$ cat src/rtl/watchdog_supervisor_pkg.sv
// Shared types and widths for the watchdog supervisor.
//   wd_state_e  : 3-bit supervisor FSM state, encoding visible on the state output
//   TRIP_CNT_W  : width of the saturating trip counter
//   REARM_CNT_W : width of the automatic re-arm counter
package watchdog_supervisor_pkg;

   localparam int unsigned TRIP_CNT_W  = 8;
   localparam int unsigned REARM_CNT_W = 4;

   typedef enum logic [2:0] {
      StIdle    = 3'd0,
      StArmed   = 3'd1,
      StWarn    = 3'd2,
      StTripped = 3'd3,
      StHold    = 3'd4,
      StRearm   = 3'd5,
      StLockout = 3'd6
   } wd_state_e;

endpackage

$ cat src/rtl/watchdog_supervisor_if.sv
// Signal bundle between the supervisor and its surroundings (clients, watchdog_timer, software).
//   master : drives arm/kick/client_mask/wd_warning/wd_triggered/ack_fault, observes outputs
//   slave  : the supervisor itself
interface watchdog_supervisor_if
   import watchdog_supervisor_pkg::*;
#(
   parameter int unsigned N_CLIENTS = 4
);
   logic                  arm;
   logic [N_CLIENTS-1:0]  kick;
   logic [N_CLIENTS-1:0]  client_mask;
   logic                  wd_warning;
   logic                  wd_triggered;
   logic                  ack_fault;
   logic                  wd_enable;
   logic                  wd_heartbeat;
   logic                  wd_force_reset;
   logic                  rf_mute;
   logic [2:0]            state;
   logic [N_CLIENTS-1:0]  missing;
   logic [TRIP_CNT_W-1:0] trip_count;

   modport master (
      output arm, kick, client_mask, wd_warning, wd_triggered, ack_fault,
      input  wd_enable, wd_heartbeat, wd_force_reset, rf_mute, state, missing, trip_count
   );

   modport slave (
      input  arm, kick, client_mask, wd_warning, wd_triggered, ack_fault,
      output wd_enable, wd_heartbeat, wd_force_reset, rf_mute, state, missing, trip_count
   );

endinterface

$ cat src/rtl/wd_kick_collector.sv
// Collects per-client kicks over a window of WINDOW_CYCLES cycles.
//   en_i            : collection active this cycle (supervisor in ARMED/WARN, no higher-priority event)
//   clr_i           : clear kicked vector and window counter
//   kick_i, mask_i  : per-client check-in pulses and required-client mask
//   heartbeat_req_o : every required client has checked in this window (combinational)
//   expire_o        : window closed this cycle without completion (combinational)
//   missing_o       : required clients absent, valid when expire_o is high
module wd_kick_collector
   import watchdog_supervisor_pkg::*;
#(
   parameter int unsigned N_CLIENTS     = 4,
   parameter int unsigned WINDOW_CYCLES = 1000
) (
   input  logic                 clk,
   input  logic                 rst,
   input  logic                 en_i,
   input  logic                 clr_i,
   input  logic [N_CLIENTS-1:0] kick_i,
   input  logic [N_CLIENTS-1:0] mask_i,
   output logic                 heartbeat_req_o,
   output logic                 expire_o,
   output logic [N_CLIENTS-1:0] missing_o
);
   localparam int unsigned     CntW    = $clog2(WINDOW_CYCLES);
   localparam logic [CntW-1:0] CntLast = CntW'(WINDOW_CYCLES - 1);

   logic [N_CLIENTS-1:0] kicked_q, kicked_d, kicked_next;
   logic [CntW-1:0]      cnt_q, cnt_d;
   logic                 complete, at_last;

   always_comb begin
      // Kicks in the closing cycle still count toward this window.
      kicked_next     = kicked_q | (kick_i & mask_i);
      complete        = (mask_i != '0) && ((kicked_next & mask_i) == mask_i);
      at_last         = (cnt_q == CntLast);
      heartbeat_req_o = en_i && complete;
      expire_o        = en_i && at_last && !complete;
      missing_o       = mask_i & ~kicked_next;

      kicked_d = kicked_q;
      cnt_d    = cnt_q;
      if (clr_i) begin
         kicked_d = '0;
         cnt_d    = '0;
      end else if (en_i) begin
         if (complete || at_last) begin
            kicked_d = '0;
            cnt_d    = '0;
         end else begin
            kicked_d = kicked_next;
            cnt_d    = cnt_q + CntW'(1);
         end
      end
   end

   always_ff @(posedge clk or posedge rst) begin
      if (rst) begin
         kicked_q <= '0;
         cnt_q    <= '0;
      end else begin
         kicked_q <= kicked_d;
         cnt_q    <= cnt_d;
      end
   end

endmodule

$ cat src/rtl/watchdog_supervisor.sv
// Watchdog supervisor: turns client kicks into a single heartbeat for watchdog_timer, and on a
// trip mutes RF, pulses force_reset, holds off, auto re-arms a bounded number of times, then
// locks out until software acknowledges.
//   clk, rst : clock, asynchronous active-high reset
//   bus_io   : slave side of watchdog_supervisor_if (all outputs registered)
module watchdog_supervisor
   import watchdog_supervisor_pkg::*;
#(
   parameter int unsigned N_CLIENTS      = 4,
   parameter int unsigned WINDOW_CYCLES  = 1000,
   parameter int unsigned HOLD_CYCLES    = 256,
   parameter int unsigned MAX_AUTO_REARM = 3
) (
   input logic                  clk,
   input logic                  rst,
   watchdog_supervisor_if.slave bus_io
);
   localparam int unsigned            HoldW    = (HOLD_CYCLES > 1) ? $clog2(HOLD_CYCLES) : 1;
   localparam logic [HoldW-1:0]       HoldLast = HoldW'(HOLD_CYCLES - 1);
   localparam logic [REARM_CNT_W-1:0] RearmMax = REARM_CNT_W'(MAX_AUTO_REARM);

   wd_state_e              state_q, state_d;
   logic [HoldW-1:0]       hold_q, hold_d;
   logic [REARM_CNT_W-1:0] rearm_q, rearm_d;
   logic [TRIP_CNT_W-1:0]  trip_q, trip_d;
   logic [N_CLIENTS-1:0]   missing_q, missing_d;
   logic                   enable_q, enable_d, mute_q, mute_d;
   logic                   hb_q, hb_d, force_q, force_d;
   logic                   collect_en, hb_req, expire;
   logic [N_CLIENTS-1:0]   coll_missing;

   wd_kick_collector #(
      .N_CLIENTS    (N_CLIENTS),
      .WINDOW_CYCLES(WINDOW_CYCLES)
   ) u_collector (
      .clk            (clk),
      .rst            (rst),
      .en_i           (collect_en),
      .clr_i          (!collect_en),
      .kick_i         (bus_io.kick),
      .mask_i         (bus_io.client_mask),
      .heartbeat_req_o(hb_req),
      .expire_o       (expire),
      .missing_o      (coll_missing)
   );

   // State register plus the registered outputs and counters.
   always_ff @(posedge clk or posedge rst) begin
      if (rst) begin
         state_q   <= StIdle;
         hold_q    <= '0;
         rearm_q   <= '0;
         trip_q    <= '0;
         missing_q <= '0;
         enable_q  <= 1'b0;
         mute_q    <= 1'b1;
         hb_q      <= 1'b0;
         force_q   <= 1'b0;
      end else begin
         state_q   <= state_d;
         hold_q    <= hold_d;
         rearm_q   <= rearm_d;
         trip_q    <= trip_d;
         missing_q <= missing_d;
         enable_q  <= enable_d;
         mute_q    <= mute_d;
         hb_q      <= hb_d;
         force_q   <= force_d;
      end
   end

   // Next state. Kick collection only runs when no higher-priority event claims the cycle.
   always_comb begin
      state_d    = state_q;
      collect_en = 1'b0;
      unique case (state_q)
         StIdle: begin
            if (bus_io.arm) state_d = StArmed;
         end
         StArmed, StWarn: begin
            if (!bus_io.arm) begin
               state_d = StIdle;
            end else if (bus_io.wd_triggered) begin
               state_d = StTripped;
            end else begin
               collect_en = 1'b1;
               state_d    = bus_io.wd_warning ? StWarn : StArmed;
            end
         end
         StTripped: state_d = bus_io.arm ? StHold : StIdle;
         StHold: begin
            if (!bus_io.arm) begin
               state_d = StIdle;
            end else if (hold_q == HoldLast) begin
               state_d = (rearm_q < RearmMax) ? StRearm : StLockout;
            end
         end
         StRearm: state_d = bus_io.arm ? StArmed : StIdle;
         StLockout: begin
            if (bus_io.ack_fault) state_d = StIdle;
         end
         default: state_d = StIdle;
      endcase
   end

   // Next values of the registered outputs, decoded from the upcoming state.
   always_comb begin
      hold_d  = (state_q == StHold) ? hold_q + HoldW'(1) : '0;

      rearm_d = rearm_q;
      if (state_d == StIdle) begin
         rearm_d = '0;
      end else if (state_q == StRearm) begin
         rearm_d = rearm_q + REARM_CNT_W'(1);
      end

      trip_d = trip_q;
      if ((state_q == StArmed || state_q == StWarn) && state_d == StTripped && trip_q != '1) begin
         trip_d = trip_q + TRIP_CNT_W'(1);
      end

      missing_d = expire ? coll_missing : missing_q;
      hb_d      = hb_req;
      enable_d  = (state_d == StArmed) || (state_d == StWarn) || (state_d == StRearm);
      mute_d    = !((state_d == StArmed) || (state_d == StWarn));
      force_d   = (state_d == StTripped);
   end

   assign bus_io.state          = state_q;
   assign bus_io.wd_enable      = enable_q;
   assign bus_io.rf_mute        = mute_q;
   assign bus_io.wd_heartbeat   = hb_q;
   assign bus_io.wd_force_reset = force_q;
   assign bus_io.missing        = missing_q;
   assign bus_io.trip_count     = trip_q;

endmodule

$ cat src/flat_wrapper.sv
// flat-port wrapper written by rule: the top's interface ports become plain ports
module watchdog_supervisor_flat import watchdog_supervisor_pkg::*;
#(
   parameter int unsigned N_CLIENTS      = 4,
   parameter int unsigned WINDOW_CYCLES  = 1000,
   parameter int unsigned HOLD_CYCLES    = 256,
   parameter int unsigned MAX_AUTO_REARM = 3
)
  (clk, rst, bus_io_arm, bus_io_kick, bus_io_client_mask, bus_io_wd_warning, bus_io_wd_triggered, bus_io_ack_fault, bus_io_wd_enable, bus_io_wd_heartbeat, bus_io_wd_force_reset, bus_io_rf_mute, bus_io_state, bus_io_missing, bus_io_trip_count);
  watchdog_supervisor_if #(.N_CLIENTS(N_CLIENTS)) bus_io_i ();
  input logic clk;
  input logic rst;
  input wire logic [$bits(bus_io_i.arm)-1:0] bus_io_arm;
  input wire logic [$bits(bus_io_i.kick)-1:0] bus_io_kick;
  input wire logic [$bits(bus_io_i.client_mask)-1:0] bus_io_client_mask;
  input wire logic [$bits(bus_io_i.wd_warning)-1:0] bus_io_wd_warning;
  input wire logic [$bits(bus_io_i.wd_triggered)-1:0] bus_io_wd_triggered;
  input wire logic [$bits(bus_io_i.ack_fault)-1:0] bus_io_ack_fault;
  output wire logic [$bits(bus_io_i.wd_enable)-1:0] bus_io_wd_enable;
  output wire logic [$bits(bus_io_i.wd_heartbeat)-1:0] bus_io_wd_heartbeat;
  output wire logic [$bits(bus_io_i.wd_force_reset)-1:0] bus_io_wd_force_reset;
  output wire logic [$bits(bus_io_i.rf_mute)-1:0] bus_io_rf_mute;
  output wire logic [$bits(bus_io_i.state)-1:0] bus_io_state;
  output wire logic [$bits(bus_io_i.missing)-1:0] bus_io_missing;
  output wire logic [$bits(bus_io_i.trip_count)-1:0] bus_io_trip_count;
  assign bus_io_i.arm = bus_io_arm;
  assign bus_io_i.kick = bus_io_kick;
  assign bus_io_i.client_mask = bus_io_client_mask;
  assign bus_io_i.wd_warning = bus_io_wd_warning;
  assign bus_io_i.wd_triggered = bus_io_wd_triggered;
  assign bus_io_i.ack_fault = bus_io_ack_fault;
  assign bus_io_wd_enable = bus_io_i.wd_enable;
  assign bus_io_wd_heartbeat = bus_io_i.wd_heartbeat;
  assign bus_io_wd_force_reset = bus_io_i.wd_force_reset;
  assign bus_io_rf_mute = bus_io_i.rf_mute;
  assign bus_io_state = bus_io_i.state;
  assign bus_io_missing = bus_io_i.missing;
  assign bus_io_trip_count = bus_io_i.trip_count;
  watchdog_supervisor #(.N_CLIENTS(N_CLIENTS), .WINDOW_CYCLES(WINDOW_CYCLES), .HOLD_CYCLES(HOLD_CYCLES), .MAX_AUTO_REARM(MAX_AUTO_REARM)) u_core (.clk(clk), .rst(rst), .bus_io(bus_io_i));
endmodule
$ cat config.mk
export PLATFORM = sky130hd
export DESIGN_NAME = watchdog_supervisor_flat
export DESIGN_NICKNAME = d
export VERILOG_FILES = /design/src/rtl/watchdog_supervisor_pkg.sv /design/src/rtl/watchdog_supervisor_if.sv /design/src/rtl/wd_kick_collector.sv /design/src/rtl/watchdog_supervisor.sv /design/src/flat_wrapper.sv
export SDC_FILE = /design/constraint.sdc
export NUM_CORES = 1
export LEC_CHECK = 0
export CORE_UTILIZATION = 49
export DETAILED_ROUTE_END_ITERATION = 7
export HOLD_SLACK_MARGIN = 0.08
export PLACE_DENSITY = 0.76
export SLEW_MARGIN = 0
export SYNTH_ARGS = -nofsm -noshare
export SYNTH_HDL_FRONTEND = slang
export SYNTH_HIERARCHICAL = 1
export SYNTH_SLANG_ARGS = --single-unit
$ cat constraint.sdc
create_clock -name clk -period 2 [get_ports clk]
set_input_delay 0.6 -clock clk [delete_from_list [all_inputs] [get_ports clk]]
set_output_delay 0.6 -clock clk [all_outputs]
set_load 0.02 [all_outputs]
After elaboration in Yosys (flattened, before gate mapping). Index checks and enable logic that the tools add are counted.

Add/sub/neg operators: 4. Magnitude comparators: 1. Equal/unequal tests: 14. Mux-type cells: 21. Bitwise operators: 5. Reductions and logical operators: 17.

Operators by type and width (count): $mux 3 (7); $mux 10 (2); $pmux 3 s6 (1); $add 8x1->8 const B (2); $mux 4 (4); $and 4x4->4 (3); $eq 3x2->1 const B (4); $eq 3x3->1 const B (4); $add 10x1->10 const B (1); $eq 10x10->1 const B (1); $eq 8x8->1 const B (1); $mux 8 (1); $ne 8x8->1 const B (1); $eq 3x1->1 const B (2); $logic_and 1x1->1 (6); $logic_not 3->1 (2); $add 4x1->4 const B (1); $eq 4x4->1 (1); $logic_or 1x1->1 (4); $lt 4x2->1 const B (1); $mux 1 (4); $mux 2 (2); $not 4->4 (1); $or 4x4->4 (1); other kinds (4) (5).

Bits in registers: 45. Input port bits: 14. Output and inout port bits: 19. Logic and storage cells: 73.

Depth between registers and ports, before layout.
Word-level depth: 8. Mapped depth: 9. Mapped depth without buffers: 8.

Cells and area by module. The synthesis kept the hierarchy.

By module, submodules not included: watchdog_supervisor (times used 1, cells an instance 141, area each 1549.0 sq um, sequential area each 777.0 sq um); wd_kick_collector (times used 1, cells an instance 81, area each 783.3 sq um, sequential area each 350.3 sq um).

Least setup slack after synthesis. Ideal clock, no wire load.

Path kind: register -> register. Start: register u_core.state_q[1] (netlist: u_core/bus_io.state[1]). End: register u_core.u_collector.cnt_q[9]. Library setup time: 128 ps. Arrival time: 2134 ps. Required time: 1872 ps. Path slack: -262 ps. Cell stages (with the launch flop): 10. Path buffers: 1. Clock period less this slack: 2262 ps. Path through: dfrtp_1 -> buf_6 -> xnor2_1 -> or3_1 -> inv_1 -> nor2_1 -> or3_1 -> nor2_1 -> xnor2_1 -> nor2_1.

Cells in the longest elaborated chain, start to end: 4. Elaborated cells on any way between the ends: 5. Classes of those cells: eq/ne (2); mux (2); reduce/logical (1).

Ends and longest elaborated chain: from (decl) (line watchdog_supervisor.sv:22) `wd_state_e state_q, state_d;`; from (signal assigned) (line watchdog_supervisor.sv:50) `state_q <= StIdle;`; from (signal assigned) (line watchdog_supervisor.sv:60) `state_q <= state_d;`; $eq 3x2->1 or $eq 3x1->1 (tied branches) (line watchdog_supervisor.sv:76) `unique case (state_q)`; $reduce_or 2->1 * (line watchdog_supervisor.sv:76); $mux 1 * (line watchdog_supervisor.sv:76); net u_core.collect_en (line watchdog_supervisor.sv:29) `logic collect_en, hb_req, expire;`; $mux 10 * (line wd_kick_collector.sv:42) `if (clr_i) begin`; to (signal assigned) (line wd_kick_collector.sv:62) `cnt_q <= cnt_d;`; to (decl) (line wd_kick_collector.sv:28) `logic [CntW-1:0] cnt_q, cnt_d;`.

Mark *: on every way through the listed nets, which the timed path passes. The rest lies on a longest branch. A chain may end at the register's enable or synchronous reset.

Final worst setup path.
Start: register u_core.state_q[2] (netlist: u_core/bus_io.state[2]). End: register u_core.u_collector.cnt_q[7].

Same word-level chain as after synthesis.

==> flow_summary_export.csv <==
group,metric,value,unit
outcome,run_status,"complete, but fails checks",
outcome,violations,"negative setup slack",
sta,final_max_slew_viol_count,0,
detailed_routing,drt_first_pass_iters,4,
yosys,mapped_area,2332,sq um
critical_path,critical_path_end_type,"flip-flop",
place,detail_placement_hpwl,3614,um
detailed_routing,finalWirelength,5540,um
place,globalplace.congestion,0.8377,
clock_network,cts_max_path_buffers,2,
yosys,number_of_distinct_library_cells_after_synthesis,48,
power,power_density_over_the_cells,707.6,nW/um^2
sta,grt_setup_unrepaired,"true",
clock_network,cts-buffers-inserted,5,
sta,worst_pin_slew,540.2,ps
final_layout,postLayoutCoreUtil,0.7528,
final_layout,sequential_cell_area,1129,sq um
run,max_cap_check_violation_count,0,
yosys,synth-seq-cells,45,
clock_network,clock_tree_from_tritoncts,"done",
global_routing,grt_start_max_net_pins,32,
detailed_routing,detail_route.vias_per_cell,5.499,
yosys,main_synth_ff_type,"sky130_fd_sc_hd__dfrtp_1",
final_layout,nNetsFinal,314,
critical_path,worst_ep_required_time,2190,ps
place,pre_cts_slack,-498.1,ps
final_layout,antenna_cells_inserted,0,
sta,timing.final.ws_setup,-45.08,ps
detailed_routing,drc,0,
floorplan,die_w,70.99,um
power,cellLeakagePower,1.624,nW
yosys,postSynthNetCount,240,
power,worst_ir_drop_vdd,0.5915,mV
sta,fmax,0.4890,GHz
critical_path,crit_path_max_fanout,5,
final_layout,stdcell_area,3368,sq um
yosys,postSynthAreaPerCell,10.51,sq um
place,post_place_instance_area,2942,sq um
final_layout,layout-area-overhead-vs-synth,44.42,%
critical_path,critical_path_arrival,2230,ps
critical_path,timing.setup.critical_path_class,"flip-flop to flip-flop",
floorplan,initial_core_util,0.5213,
floorplan,pin_count,33,
sta,period_minus_slack,2045,ps
floorplan,core,4474,sq um
yosys,yosysSeqAreaShare,0.4834,
place,dpl.cell_count,332,
final_layout,instances_no_fill,349,
clock_network,cts_htree_levels,2,
sta,setup_viol,5,
yosys,number_of_flops_mapped_to_enable_cells_by_yosys,0,
clock_network,holdBufCountCts,0,
detailed_routing,detailed_route_wire_length_per_cell,15.87,um
floorplan,design.die.area,5040,sq um
global_routing,grt_pass1_vias,1957,
global_routing,grt_pass1_wl,8956,um
yosys,post_synth_inst_count,222,
yosys,ys_warn_count,6,
sta,tns,-131.2,ps
detailed_routing,initialDrtViolationCount,187,
sta,report.final.hold_viol_count,0,
final_layout,post_route_cells_drive_above_1_share,0.3569,
final_layout,filler_instances,283,
critical_path,crit_path_start_kind,"flip-flop",
sta,period_share,1.023,
hold_path,min-delay-path-class,"flip-flop to flip-flop",
floorplan,die-height,70.99,um
clock_network,clk_transition_reported_paths,80,ps
clock_network,clock_sink_count,45,
detailed_routing,ant_nets,0,
place,buffer_ports.inserted,32,
floorplan,placement_rows,24,
final_layout,multi_input_comb_area,1364,sq um
clock_network,root_buffer,"sky130_fd_sc_hd__clkbuf_8",
global_routing,grt_remaining_overflow,0,
global_routing,globalRouteTotalUtil,0.2290,
sta,final.setup_skew,6.131,ps
sta,maxSlewHeadroom,0.6394,
yosys,synth-async-reset-ratio,1.000,
detailed_routing,total_number_of_vias,1919,
global_routing,antenna_found_initial,0,
clock_network,clock_latency,300,ps
==> worst paths after layout <==
path                       slack, ps                        startpoint  depth (start not counted)                                 endpoint
max                              -50  u_core/bus_io.state[2]$_DFF_PP0_                          9  u_core/u_collector/cnt_q[7]$_DFFE_PP0P_
min                              460        u_core/hold_q[0]$_DFF_PP0_                          1               u_core/hold_q[0]$_DFF_PP0_
max reg2reg                      -50  u_core/bus_io.state[2]$_DFF_PP0_                          9  u_core/u_collector/cnt_q[7]$_DFFE_PP0P_
min reg2reg                      460        u_core/hold_q[0]$_DFF_PP0_                          1               u_core/hold_q[0]$_DFF_PP0_
max in group asynchronous        950                               rst                          2  u_core/u_collector/cnt_q[3]$_DFFE_PP0P_
min in group asynchronous        690                               rst                          3               u_core/hold_q[2]$_DFF_PP0_
==> timing repair <==
item                                    in CTS  in global routing
pin swaps                                   11                 16
endpoints found under the setup margin      30                 31
gates resized for setup                     29                 34
hold endpoints to repair                     0                  0
cloned                                       0                  0
buffers inserted                             5                  4
==> flip-flops by register name, indices dropped and copies added (netlist names) <==
name,count
u_core/hold_q,8
u_core/bus_io.wd_force_reset,1
u_core/rearm_q,4
u_core/bus_io.state,3
u_core/u_collector/cnt_q,10
u_core/bus_io.missing,4
u_core/bus_io.trip_count,8
u_core/bus_io.wd_heartbeat,1
u_core/bus_io.wd_enable,1
u_core/bus_io.rf_mute,1
u_core/u_collector/kicked_q,4
==> per-stage QoR <==
stage	hold slack, ps	total power, mW
floorplan	423.2	1.325
detailed placement	448.5	1.587
global placement	443.8	1.575
global route	484.4	2.490
CTS	459.7	2.329
finish	456.7	2.383
==> worst max-delay path, stage by stage (launching register included) <==
cell,delay [ps]
sky130_fd_sc_hd__dfrtp_1,410
sky130_fd_sc_hd__buf_4,140
sky130_fd_sc_hd__nand2b_4,140
sky130_fd_sc_hd__or3_4,440
sky130_fd_sc_hd__inv_4,90
sky130_fd_sc_hd__nor2_4,40
sky130_fd_sc_hd__or3_4,370
sky130_fd_sc_hd__nor2_4,120
sky130_fd_sc_hd__xnor2_1,120
sky130_fd_sc_hd__nor2_1,50
==> logic make-up (layout without fill, tap and decap cells) <==
group	count (synthesis)	after routing	share of synthesized area
mux	8	8	0.03863
simple gates	107	107	0.2623
fa+ha+maj	4	4	0.02146
flops	45	45	0.4834
compound gates	29	29	0.1014
xor+xnor	17	17	0.06384
buf+inv	12	87	0.02897
==> power breakdown <==
group          switching (mW)  total (mW)  internal (mW)  leakage, nW
logic                   0.317       0.623          0.307        0.953
registers              0.0704        1.04          0.973        0.613
clock network           0.311       0.717          0.406       0.0574
==> cells in the final DEF (no fill, tap or decap), drive strengths merged, types with 3 or more instances in the layout <==
cell type      count
a21oi              4
a22o               3
a31oi              3
and2               3
and3               5
buf               39
clkbuf             6
clkdlybuf4s50     15
dfrtp             44
dlygate4sd2       11
dlymetal6s2s       6
ha                 4
inv                8
mux2               8
nand2             19
nand2b             3
nand3              9
nand4              5
nor2              28
nor3              10
nor3b              4
nor4               3
o21ai              7
or2                3
or3                3
or3b               3
xnor2              7
xor2              10
==> cell type report <==
type,count,area share
sequential,45,0.3351
inverter,8,0.009658
clock inverter,2,0.01114
timing repair buffer,71,0.1954
multi-input combinational,165,0.4049
tap,52,0.01932
clock buffer,6,0.02452
==> Yosys cell counts (all sizes together), types with 2 or more instances <==
| cell type | instances | area (sq um) |
|---|---|---|
| a31oi | 3 | 18.77 |
| or3 | 3 | 18.77 |
| mux2 | 8 | 90.09 |
| ha | 4 | 50.05 |
| nor4 | 3 | 40.04 |
| a32o | 2 | 20.02 |
| nor2b | 2 | 12.51 |
| a21o | 2 | 17.52 |
| dfrtp | 44 | 1101 |
| and2b | 2 | 17.52 |
| or3b | 3 | 28.78 |
| xor2 | 10 | 87.58 |
| xnor2 | 7 | 61.31 |
| nand2b | 3 | 18.77 |
| nor3b | 4 | 40.03 |
| inv | 8 | 30.03 |
| and3 | 5 | 31.28 |
| nor2 | 28 | 105.1 |
| nand4 | 5 | 31.28 |
| buf | 3 | 33.78 |
| nand3 | 9 | 45.04 |
| a41oi | 2 | 17.52 |
| o21ai | 7 | 35.03 |
| a22o | 3 | 26.28 |
| or2 | 3 | 18.77 |
| and2 | 3 | 21.27 |
| a21oi | 4 | 20.02 |
| nand4b | 2 | 17.52 |
| nand2 | 19 | 71.32 |
| nor3 | 10 | 61.31 |
==> routing by layer <==
layer,global-route usage,wire length (um),up-vias
met1,0.2822,2434,936
met4,0.07333,89,0
met5,0,0,-
li1,-,-,938
met3,0.06268,221,9
met2,0.3921,2794,36
No activity file was read; power rests on OpenSTA's default activity.
